## config.mk

```make
export PLATFORM = sky130hd
export DESIGN_NAME = ref_level_est
export DESIGN_NICKNAME = d
export VERILOG_FILES = /design/src/rtl/ref_level_est.sv
export SDC_FILE = /design/constraint.sdc
export NUM_CORES = 1
export LEC_CHECK = 0
export BUFFER_PORTS_ARGS = -buffer_cell sky130_fd_sc_hd__buf_2
export CAP_MARGIN = 10
export CELL_PAD_IN_SITES_DETAIL_PLACEMENT = 2
export CELL_PAD_IN_SITES_GLOBAL_PLACEMENT = 2
export CORE_MARGIN = 2
export CORE_UTILIZATION = 30
export CTS_CLUSTER_SIZE = 24
export DETAILED_ROUTE_END_ITERATION = 8
export GPL_TIMING_DRIVEN = 1
export HOLD_SLACK_MARGIN = 0.12
export PLACE_DENSITY_LB_ADDON = 0.1
export SLEW_MARGIN = 10
export SYNTH_ARGS = -nofsm -noshare
export SYNTH_HDL_FRONTEND = slang
export SYNTH_SLANG_ARGS = --single-unit
```

## constraint.sdc

```tcl
create_clock -name clk -period 7.2 [get_ports clk]
set_clock_uncertainty 0.2 [all_clocks]
set_input_delay 1.44 -clock clk [delete_from_list [all_inputs] [get_ports clk]]
set_output_delay 1.44 -clock clk [all_outputs]
set_load 0.01 [all_outputs]
```

## src/rtl/ref_level_est.sv

```systemverilog
// Block-averaged |x| estimator that produces the 4-ASK slicer threshold.
// Each block of 2^LOG2_N symbols yields a truncating mean of |in_phs_sig|.
module ref_level_est #(
    parameter int                 LOG2_N   = 10,
    parameter logic signed [17:0] REF_INIT = 18'sd32768
) (
    input  logic               clk,
    input  logic               reset,
    input  logic               clk_en,
    input  logic signed [17:0] in_phs_sig,
    input  logic               freeze,
    output logic signed [17:0] ref_level,
    output logic               ref_valid,
    output logic               block_done
);

    localparam int ACC_W = 17 + LOG2_N;

    typedef enum logic {
        ACQ,
        TRACK
    } state_t;

    state_t              state_q, state_d;
    logic [ACC_W-1:0]    acc_q, acc_d;
    logic [LOG2_N-1:0]   cnt_q, cnt_d;
    logic signed [17:0]  ref_q, ref_d;
    logic                done_q, done_d;

    logic [16:0]         mag;
    logic [17:0]         negIn;
    logic [ACC_W-1:0]    sum;
    logic                blockEnd;
    logic                loadRef;

    // -131072 has no positive 18-bit counterpart, so it saturates to 131071.
    assign negIn = -in_phs_sig;

    always_comb begin
        if (in_phs_sig == -18'sd131072) begin
            mag = 17'h1FFFF;
        end else if (in_phs_sig[17]) begin
            mag = negIn[16:0];
        end else begin
            mag = in_phs_sig[16:0];
        end
    end

    assign sum      = acc_q + ACC_W'(mag);
    assign blockEnd = clk_en && (cnt_q == '1);
    assign loadRef  = blockEnd && !freeze;

    always_comb begin
        cnt_d  = cnt_q;
        acc_d  = acc_q;
        ref_d  = ref_q;
        done_d = blockEnd;
        if (clk_en) begin
            cnt_d = cnt_q + LOG2_N'(1);
            acc_d = blockEnd ? '0 : sum;
        end
        // The completing sample is folded in, so the mean is ready on the same edge.
        if (loadRef) begin
            ref_d = {1'b0, sum[LOG2_N +: 17]};
        end
    end

    always_ff @(posedge clk) begin
        if (reset) begin
            state_q <= ACQ;
            acc_q   <= '0;
            cnt_q   <= '0;
            ref_q   <= REF_INIT;
            done_q  <= 1'b0;
        end else begin
            state_q <= state_d;
            acc_q   <= acc_d;
            cnt_q   <= cnt_d;
            ref_q   <= ref_d;
            done_q  <= done_d;
        end
    end

    always_comb begin
        state_d = state_q;
        case (state_q)
            ACQ:     if (loadRef) state_d = TRACK;
            TRACK:   state_d = TRACK;
            default: state_d = ACQ;
        endcase
    end

    always_comb begin
        ref_valid = (state_q == TRACK);
    end

    assign ref_level  = ref_q;
    assign block_done = done_q;

endmodule

```

==> Word-level counts from Yosys, hierarchy flattened <==
Index checks and enable logic that the tools add are counted.
{ "totals": {"inputBits": 22, "out_inout_bits": 20, "register_bits": 56, "wordCells": 19} }
{ "op_classes": {"n_reduce_logical": 3, "n_bitwise": 1, "muxes": 5, "eq_ne": 2, "add_sub_neg": 3} }
{ "op_table": {"columns": ["operator", "count"], "rows": [
  ["17-bit 2-to-1 mux", 2],
  ["27-bit by 17-bit adder with 27-bit output", 1],
  ["27-bit 2-to-1 mux", 1],
  ["18-bit == test, second input constant", 1],
  ["17-bit negator", 1],
  ["10-bit by 1-bit adder with 10-bit output, second input constant", 1],
  ["10-bit == test, second input constant", 1],
  ["1-bit logical AND", 2],
  ["1-bit case mux with 2 select lines", 1],
  ["1-bit zero test", 1],
  ["1-bit 2-to-1 mux", 1],
  ["1-bit inverter", 1]
]} }

==> Longest topological paths before layout <==
Gate-level depths: netlist (run 1).
{ "depth": {"word_depth": 5, "depth_mapped": 19, "mapped_depth_nobuf": 18} }

==> Least setup slack after synthesis (run 1) <==
Ideal clock, no wire load.
{ "synth_timing": {"kind": "input to register", "from": "input in_phs_sig[0]", "to": "register ref_q[5], in the netlist ref_level[5]", "n_path_buf": 2, "setup_slack_ns": 1.236, "t_required_ns": 6.878, "cell_stages": 18, "t_arrival_ns": 5.642, "setup_ns": 0.122, "path_cell_list": "inv_1 ha_1 nand2_1 or3_4 or4_4 or3_1 or3b_1 buf_6 buf_8 nand2_1 ha_1 and2_1 a221o_1 o21a_1 a311oi_1 o31ai_1 and4_1 a311o_1"} }
{ "synth_via": {"elab_chain_cells": 4, "elab_cells_between_ends": 5, "classes_between": "add/sub: 2; eq/ne: 1; mux: 2"} }
{ "synth_lines": {"columns": ["item", "line_no", "rtl"], "rows": [
  ["from (decl)", "10", "input logic signed [17:0] in_phs_sig,"],
  ["17-bit negator", "37", "assign negIn = -in_phs_sig;"],
  ["17-bit 2-to-1 mux", "42", "end else if (in_phs_sig[17]) begin"],
  ["17-bit 2-to-1 mux (*)", "40", "if (in_phs_sig == -18'sd131072) begin"],
  ["27-bit by 17-bit adder with 27-bit output (*)", "49", "assign sum = acc_q + ACC_W'(mag);"],
  ["to (signal assigned)", "79", "ref_q <= ref_d;"],
  ["to (decl)", "27", "logic signed [17:0] ref_q, ref_d;"]
]} }
Mark *: on every way between the ends. The rest lies on a longest branch, timed or not.
A chain may end at the register's enable or synchronous reset.

==> Worst setup path after layout (run 1) <==
{ "layout_timing": {"from": "input in_phs_sig[0]", "to": "register acc_q[18]"} }
{ "layout_via": {"elab_chain_cells": 5, "elab_cells_between_ends": 6, "classes_between": "add/sub: 2; eq/ne: 1; mux: 3"} }
{ "layout_lines": {"columns": ["item", "line_no", "rtl"], "rows": [
  ["17-bit negator", "37", null],
  ["17-bit 2-to-1 mux", "42", null],
  ["17-bit 2-to-1 mux (*)", "40", null],
  ["27-bit by 17-bit adder with 27-bit output (*)", "49", null],
  ["27-bit 2-to-1 mux (*)", "60", "acc_d = blockEnd ? '0 : sum;"],
  ["to (signal assigned)", "71", "acc_q <= '0;"],
  ["to (signal assigned)", "77", "acc_q <= acc_d;"],
  ["to (decl)", "25", "logic [ACC_W-1:0] acc_q, acc_d;"]
]} }
Marked as above.

==> results.py, run 1 <==
metrics = {
    "power_and_ir_drop": {
        "comb_power_share": 0.321,
        "clkPwrFrac": 0.296,
        "cellLeakagePower_nw": 1.60,
        "p_int_uw": 575,
        "vdd.ir_drop.worst_uv": 96.9,
        "p_switching_uw": 322,
        "seq_power_share": 0.383,
        "power_density_nw_per_um2": 223,
        "switching_share": 0.359,
    },
    "yosys": {
        "yosys.cell_types.count": 60,
        "syn_area_per_cell_um2": 7.91,
        "muxShareOfSynthArea": 0.00560,
        "yosysWarnings": 0,
        "synthAdderAreaFrac": 0.0756,
        "synth_compound_gate_area_share": 0.208,
        "synth_edf_count": 0,
        "syn-num-nets": 495,
        "mappedNetlistArea_um2": 3580,
        "synth_top_family_by_area": "simple AND/OR/NAND/NOR gates",
        "ys_seq_elements": 56,
        "synthFlopType": "dfxtp_1",
        "postSynthCellCount": 452,
        "synth.yosys.seq_area_share": 0.313,
        "synthSimpleGateAreaFrac": 0.263,
        "synth_xor_xnor_area_share": 0.0930,
        "async_reset_ff_frac": 0,
    },
    "sta": {
        "slew_violations": 0,
        "worst_slew_pin_slew_ns": 0.968,
        "holdWs_ns": 0.258,
        "hold_violations": 0,
        "fin_ws_ns": 0.614,
        "slew_headroom": 0.346,
        "rsz0062_at_grt": "false",
        "setup_violations": 0,
        "fin_setup_tns_ns": 0,
        "min_period_over_period": 0.915,
        "fmax_mhz": 152,
        "min_period_ns": 6.59,
    },
    "critical_path": {
        "critPathArrivalTime_ns": 6.58,
        "start_kind": "input port",
        "crit_path_end_kind": "flop",
        "worstPathMaxFanout": 17,
        "crit_type": "input port to flop",
        "required_ns": 7.20,
        "rr_worst_depth": 10,
    },
    "global_routing": {
        "grt_overflow": 0,
        "grt_max_degree": 53,
        "antenna_found_initial": 0,
        "grt_usage": 0.177,
        "grt_pass1_wl_mm": 18.2,
        "grt_pass1_vias": 3572,
    },
    "layout": {
        "nFillCells": 1352,
        "nets": 524,
        "antenna_cells": 0,
        "drive_gt1_frac": 0.133,
        "regArea_um2": 1120,
        "multi_input_area_um2": 2310,
        "syn_to_final_growth_pct": 12.7,
        "final_area_um2": 4030,
    },
    "routing": {
        "routed_wirelength_mm": 11.0,
        "drt_iter0_drc": 127,
        "ant_nets": 0,
        "drc": 2,
        "firstDrtPassIters": 6,
        "route.vias.total": 3450,
        "via_per_inst": 5.52,
        "wl_per_cell_um": 17.6,
    },
    "clock_tree": {
        "cts_buffers": 5,
        "clockBufferDepth": 2,
        "root_buffer": "clkbuf_16",
        "cts_resized": 0,
        "clk_pin_slew_ns": 0.08,
        "htreeDepth": 2,
        "clk-insertion-delay-late_ns": 0.31,
        "numClockSinks": 56,
        "cts_hold_buffers": 0,
        "cts_tree": "yes",
        "cts_setup_buffers": 0,
    },
    "placement": {
        "place_ws_ns": 0.257,
        "place_area_um2": 3880,
        "gp_routability_congestion": 0.794,
        "hpwlAfterDp_mm": 8.37,
        "io_buffers": 40,
    },
    "die": {
        "rows": 39,
        "core_area_um2": 11500,
        "pin_count": 42,
        "die_area_um2": 12800,
        "die_x_um": 113,
        "start_util": 0.311,
        "die_h_um": 113,
    },
    "run": {
        "cap_violations": 0,
    },
    "worst_hold_path": {
        "worstHoldPathType": "flop to flop",
        "hold_depth": 2,
    },
    "run_status": {
        "violations": "DRC",
        "status": "finished with violations",
    },
}
-- registers in the layout (all words and copies together), names as in the netlist --
signal	cells
cnt_q	10
ref_level	17
ref_valid	1
block_done	1
acc_q	27
-- synthesized netlist by cell type, types with 4 or more instances --
| cell | number | area share |
|---|---|---|
| a21oi_1 | 30 | 0.042 |
| or4_1 | 7 | 0.015 |
| inv_1 | 9 | 0.0094 |
| o21ai_0 | 26 | 0.036 |
| nand4_1 | 9 | 0.016 |
| o31ai_1 | 4 | 0.0084 |
| xnor2_1 | 11 | 0.027 |
| or2_2 | 5 | 0.0087 |
| nand3_1 | 19 | 0.027 |
| nand2b_1 | 4 | 0.0070 |
| nor4_1 | 4 | 0.0070 |
| a32o_1 | 4 | 0.011 |
| dfxtp_1 | 56 | 0.31 |
| and3_1 | 7 | 0.012 |
| clkbuf_1 | 17 | 0.018 |
| a31oi_1 | 10 | 0.017 |
| nor2_1 | 39 | 0.041 |
| o21a_1 | 4 | 0.0084 |
| nand2_1 | 62 | 0.065 |
| xor2_1 | 27 | 0.066 |
| a211oi_1 | 10 | 0.021 |
| or3_1 | 11 | 0.019 |
| ha_1 | 20 | 0.070 |
-- path summary, 6_finish.rpt --
| check | from | to | slack, ns |
|---|---|---|---|
| max | in_phs_sig[0] | acc_q[18]$_SDFFE_PP0P_ | 0.61 |
| min | ref_level[3]$_SDFFE_PP0P_ | ref_level[3]$_SDFFE_PP0P_ | 0.26 |
| max reg2reg | acc_q[0]$_SDFFE_PP0P_ | ref_level[14]$_SDFFE_PP0P_ | 3.86 |
| min reg2reg | ref_level[3]$_SDFFE_PP0P_ | ref_level[3]$_SDFFE_PP0P_ | 0.26 |
-- critical path, stage by stage --
cell and delay (ns):
buf_2 0.10, inv_1 0.07, ha_1 0.16, nand2_1 0.07, or3_4 0.36, or4_4 0.51, or3_1 0.38, or3b_1 0.64
nand2_1 0.17, ha_1 0.19, inv_1 0.06, fa_1 0.38, nand2b_1 0.20, a21oi_1 0.23, o311ai_0 0.32, a21oi_1 0.47
o21ai_0 0.22, or4_1 0.49, o311ai_0 0.11
-- per-stage QoR --
stage               power [mW]  cells   util
floorplan                0.555    452      -
global placement         0.629    617  0.337
detailed placement       0.639    617  0.337
finish                   0.897    625  0.350
global route             0.962    625  0.350
CTS                      0.914    625  0.350
-- final cells by class --
cell class	instances	area share
repair buffers	44	0.0571
well taps	143	0.0444
flip-flops and latches	56	0.278
inverters	10	0.00931
multi-input cells	364	0.573
clock buffers	5	0.0310
clock inverters	3	0.00683
-- kinds of logic after synthesis --
group                    count (synthesis)
AO/OA/AOI/OAI                          114
XOR/XNOR                                38
adder cells (fa/ha/maj)                 21
buffers and inverters                   32
flip-flops                              56
multiplexers                             2
other                                    1
AND/OR/NAND/NOR                        188
-- metal layers --
metal | GRT usage | vias up | share of wire
met3 | 0.0343 | 7 | 0.034
met4 | 0.0407 | 0 | 0.010
met5 | 0 | - | 0
met1 | 0.226 | 1695 | 0.48
li1 | - | 1707 | -
met2 | 0.307 | 41 | 0.48
-- power groups by stage --
| stage | clock network (mW) | registers, mW | logic, mW |
|---|---|---|---|
| detailed placement | 0 | 0.351 | 0.287 |
| finish | 0.265 | 0.344 | 0.288 |
| global placement | 0 | 0.350 | 0.279 |
| floorplan | 0 | 0.346 | 0.209 |
| global route | 0.293 | 0.347 | 0.322 |
| CTS | 0.280 | 0.344 | 0.290 |
-- placed cells by master (no fill, tap or decap), types with 3 or more instances in the layout --
master     synthesis  layout
a211oi_1          10      10
a21o_1             3       3
a21oi_1           30      30
a31oi_1           10      10
a32o_1             4       4
and3_1             7       7
and4_1             3       3
buf_2              0      40
buf_4              2       4
clkbuf_16          0       5
dfxtp_1           56      56
ha_1              20      20
inv_1              9       9
nand2_1           62      62
nand2b_1           4       4
nand3_1           19      19
nand4_1            9       9
nor2_1            39      39
nor3_1             3       3
nor4_1             4       4
o2111ai_1          3       3
o211ai_1           3       3
o21a_1             4       4
o21ai_0           26      26
o311ai_0           3       3
o31ai_1            4       4
or2_2              5       5
or3_1             11      11
or4_1              7       7
xnor2_1           11      11
xor2_1            27      27
Power figures use the tool's default switching activity.
==> run 2, diff against run 1 <==
--- a/config.mk
+++ b/config.mk
@@ -5,14 +5,16 @@
 export SDC_FILE = /design/constraint.sdc
 export NUM_CORES = 1
 export LEC_CHECK = 0
-export BUFFER_PORTS_ARGS = -buffer_cell sky130_fd_sc_hd__buf_2
+export ABC_CLOCK_PERIOD_IN_PS = 7200
 export CAP_MARGIN = 10
 export CELL_PAD_IN_SITES_DETAIL_PLACEMENT = 2
 export CELL_PAD_IN_SITES_GLOBAL_PLACEMENT = 2
+export CORE_ASPECT_RATIO = 1.75
 export CORE_MARGIN = 2
 export CORE_UTILIZATION = 30
 export CTS_CLUSTER_SIZE = 24
 export DETAILED_ROUTE_END_ITERATION = 8
+export DONT_BUFFER_PORTS = 1
 export GPL_TIMING_DRIVEN = 1
 export HOLD_SLACK_MARGIN = 0.12
 export PLACE_DENSITY_LB_ADDON = 0.1
==> run 2 against run 1 <==
Against the previous run: the run now ends clean; core utilization shrank 2.1 points; highest routed layer unchanged; critical endpoint unchanged; critical path type unchanged; die area rose by 0.27%; clock power decreased by 5%; non-clock buffer count is 41 lower; first-iteration DRC count is 39% lower; wire length is essentially flat.
==> results.py, run 2 (same netlist as run 1, synthesis figures left out) <==
metrics = {
    "layout": {
        "mostFrequentLayoutCell": "nand2_1",
        "layout_common_cells": "62 x nand2_1, 56 x dfxtp_1, 38 x nor2_1",
        "top_register": "acc_q",
        "antenna_cells": 0,
        "nFillCells": 1373,
        "regArea_um2": 1120,
        "nets": 483,
        "syn_to_final_growth_pct": 6.44,
        "largest_register_ffs": 27,
        "multi_input_area_um2": 2310,
        "final_area_um2": 3810,
        "drive_gt1_frac": 0.0522,
    },
    "critical_path": {
        "required_ns": 7.20,
        "crit_path_end_kind": "flop",
        "start_kind": "input port",
        "worstPathMaxFanout": 17,
        "crit_type": "input port to flop",
        "critPathArrivalTime_ns": 6.52,
    },
    "clock_tree": {
        "cts_tree": "yes",
        "numClockSinks": 56,
        "htreeDepth": 2,
        "cts_resized": 0,
        "cts_hold_buffers": 0,
        "clk_pin_slew_ns": 0.08,
        "cts_buffers": 5,
        "clk-insertion-delay-late_ns": 0.30,
        "root_buffer": "clkbuf_16",
        "cts_setup_buffers": 0,
        "clockBufferDepth": 2,
    },
    "power_and_ir_drop": {
        "power_density_nw_per_um2": 229,
        "cellLeakagePower_nw": 1.40,
        "vdd.ir_drop.worst_uv": 92.5,
    },
    "sta": {
        "min_period_over_period": 0.906,
        "setup_violations": 0,
        "worst_slew_pin_slew_ns": 0.933,
        "rsz0062_at_grt": "false",
        "fmax_mhz": 153,
        "min_period_ns": 6.52,
        "hold_violations": 0,
        "slew_violations": 0,
        "slew_headroom": 0.370,
        "holdWs_ns": 0.269,
        "fin_setup_tns_ns": 0,
    },
    "run": {
        "cap_violations": 0,
    },
    "global_routing": {
        "grt_pass1_wl_mm": 18.7,
        "grt_max_degree": 53,
        "antenna_found_initial": 0,
        "grt_pass1_vias": 3670,
        "grt_usage": 0.184,
        "grt_overflow": 0,
    },
    "placement": {
        "hpwlAfterDp_mm": 8.61,
        "io_buffers": 0,
        "gp_routability_congestion": 0.813,
        "place_area_um2": 3660,
    },
    "die": {
        "die_x_um": 86.5,
        "die_h_um": 148,
        "rows": 52,
        "start_util": 0.309,
        "pin_count": 42,
        "core_area_um2": 11600,
        "die_area_um2": 12800,
    },
    "routing": {
        "route.vias.total": 3279,
        "via_per_inst": 5.69,
        "wl_per_cell_um": 19.1,
        "drt_iter0_drc": 78,
        "drc": 0,
        "firstDrtPassIters": 4,
        "routed_wirelength_mm": 11.0,
        "ant_nets": 0,
    },
    "run_status": {
        "status": "finished, final reports clean",
    },
    "worst_hold_path": {
        "worstHoldPathType": "flop to flop",
    },
}
[run 2: final cells by class]
| class | count | share of cell area |
|---|---|---|
| flip-flops and latches | 56 | 0.294 |
| inverters | 10 | 0.00986 |
| repair buffers | 3 | 0.00592 |
| well taps | 135 | 0.0444 |
| clock inverters | 2 | 0.00427 |
| clock buffers | 6 | 0.0338 |
| multi-input cells | 364 | 0.607 |
[run 2: report_power, final]
group	leakage, nW	switching (mW)	total [mW]	internal [mW]
clock network	0.0671	0.122	0.252	0.130
logic	0.880	0.167	0.276	0.109
registers	0.455	0.0149	0.344	0.330
[run 2: per-stage QoR]
stage          cells  power [mW]  utilization  setup slack [ns]
2_1_floorplan    452       0.555            -              1.24
3_3_place_gp     568       0.623        0.316             0.499
5_1_grt          576       0.937        0.329             0.322
3_5_place_dp     568       0.630        0.316             0.367
4_1_cts          576       0.886        0.329             0.662
6_report         576       0.873        0.329             0.678
[run 2: final timing paths]
| path | startpoint | end | slack, ns | depth (start not counted) |
|---|---|---|---|---|
| worst max-delay path | in_phs_sig[0] | acc_q[18]$_SDFFE_PP0P_ | 0.68 | 18 |
| worst min-delay path | acc_q[14]$_SDFFE_PP0P_ | acc_q[14]$_SDFFE_PP0P_ | 0.27 | 1 |
| worst min register to register | acc_q[14]$_SDFFE_PP0P_ | acc_q[14]$_SDFFE_PP0P_ | 0.27 | 1 |
| worst max register to register | acc_q[0]$_SDFFE_PP0P_ | acc_q[18]$_SDFFE_PP0P_ | 3.78 | 10 |
[run 2: routing by layer]
metal	GRT usage	vias to the layer above	share of wire
li1	-	1612	-
met1	0.203	1615	0.40
met2	0.357	42	0.56
met3	0.0194	10	0.017
met4	0.0539	0	0.015
met5	0	-	0
[run 2: worst max-delay path, cell delays in order]
cell,delay [ns]
inv_1,0.05
ha_1,0.16
nand2_1,0.07
or3_4,0.36
or4_4,0.50
or3_1,0.37
or3b_1,0.61
nand2_1,0.16
ha_1,0.19
inv_1,0.06
fa_1,0.38
nand2b_1,0.19
a21oi_1,0.27
o311ai_0,0.33
a21oi_1,0.52
o21ai_0,0.24
or4_1,0.50
o311ai_0,0.09
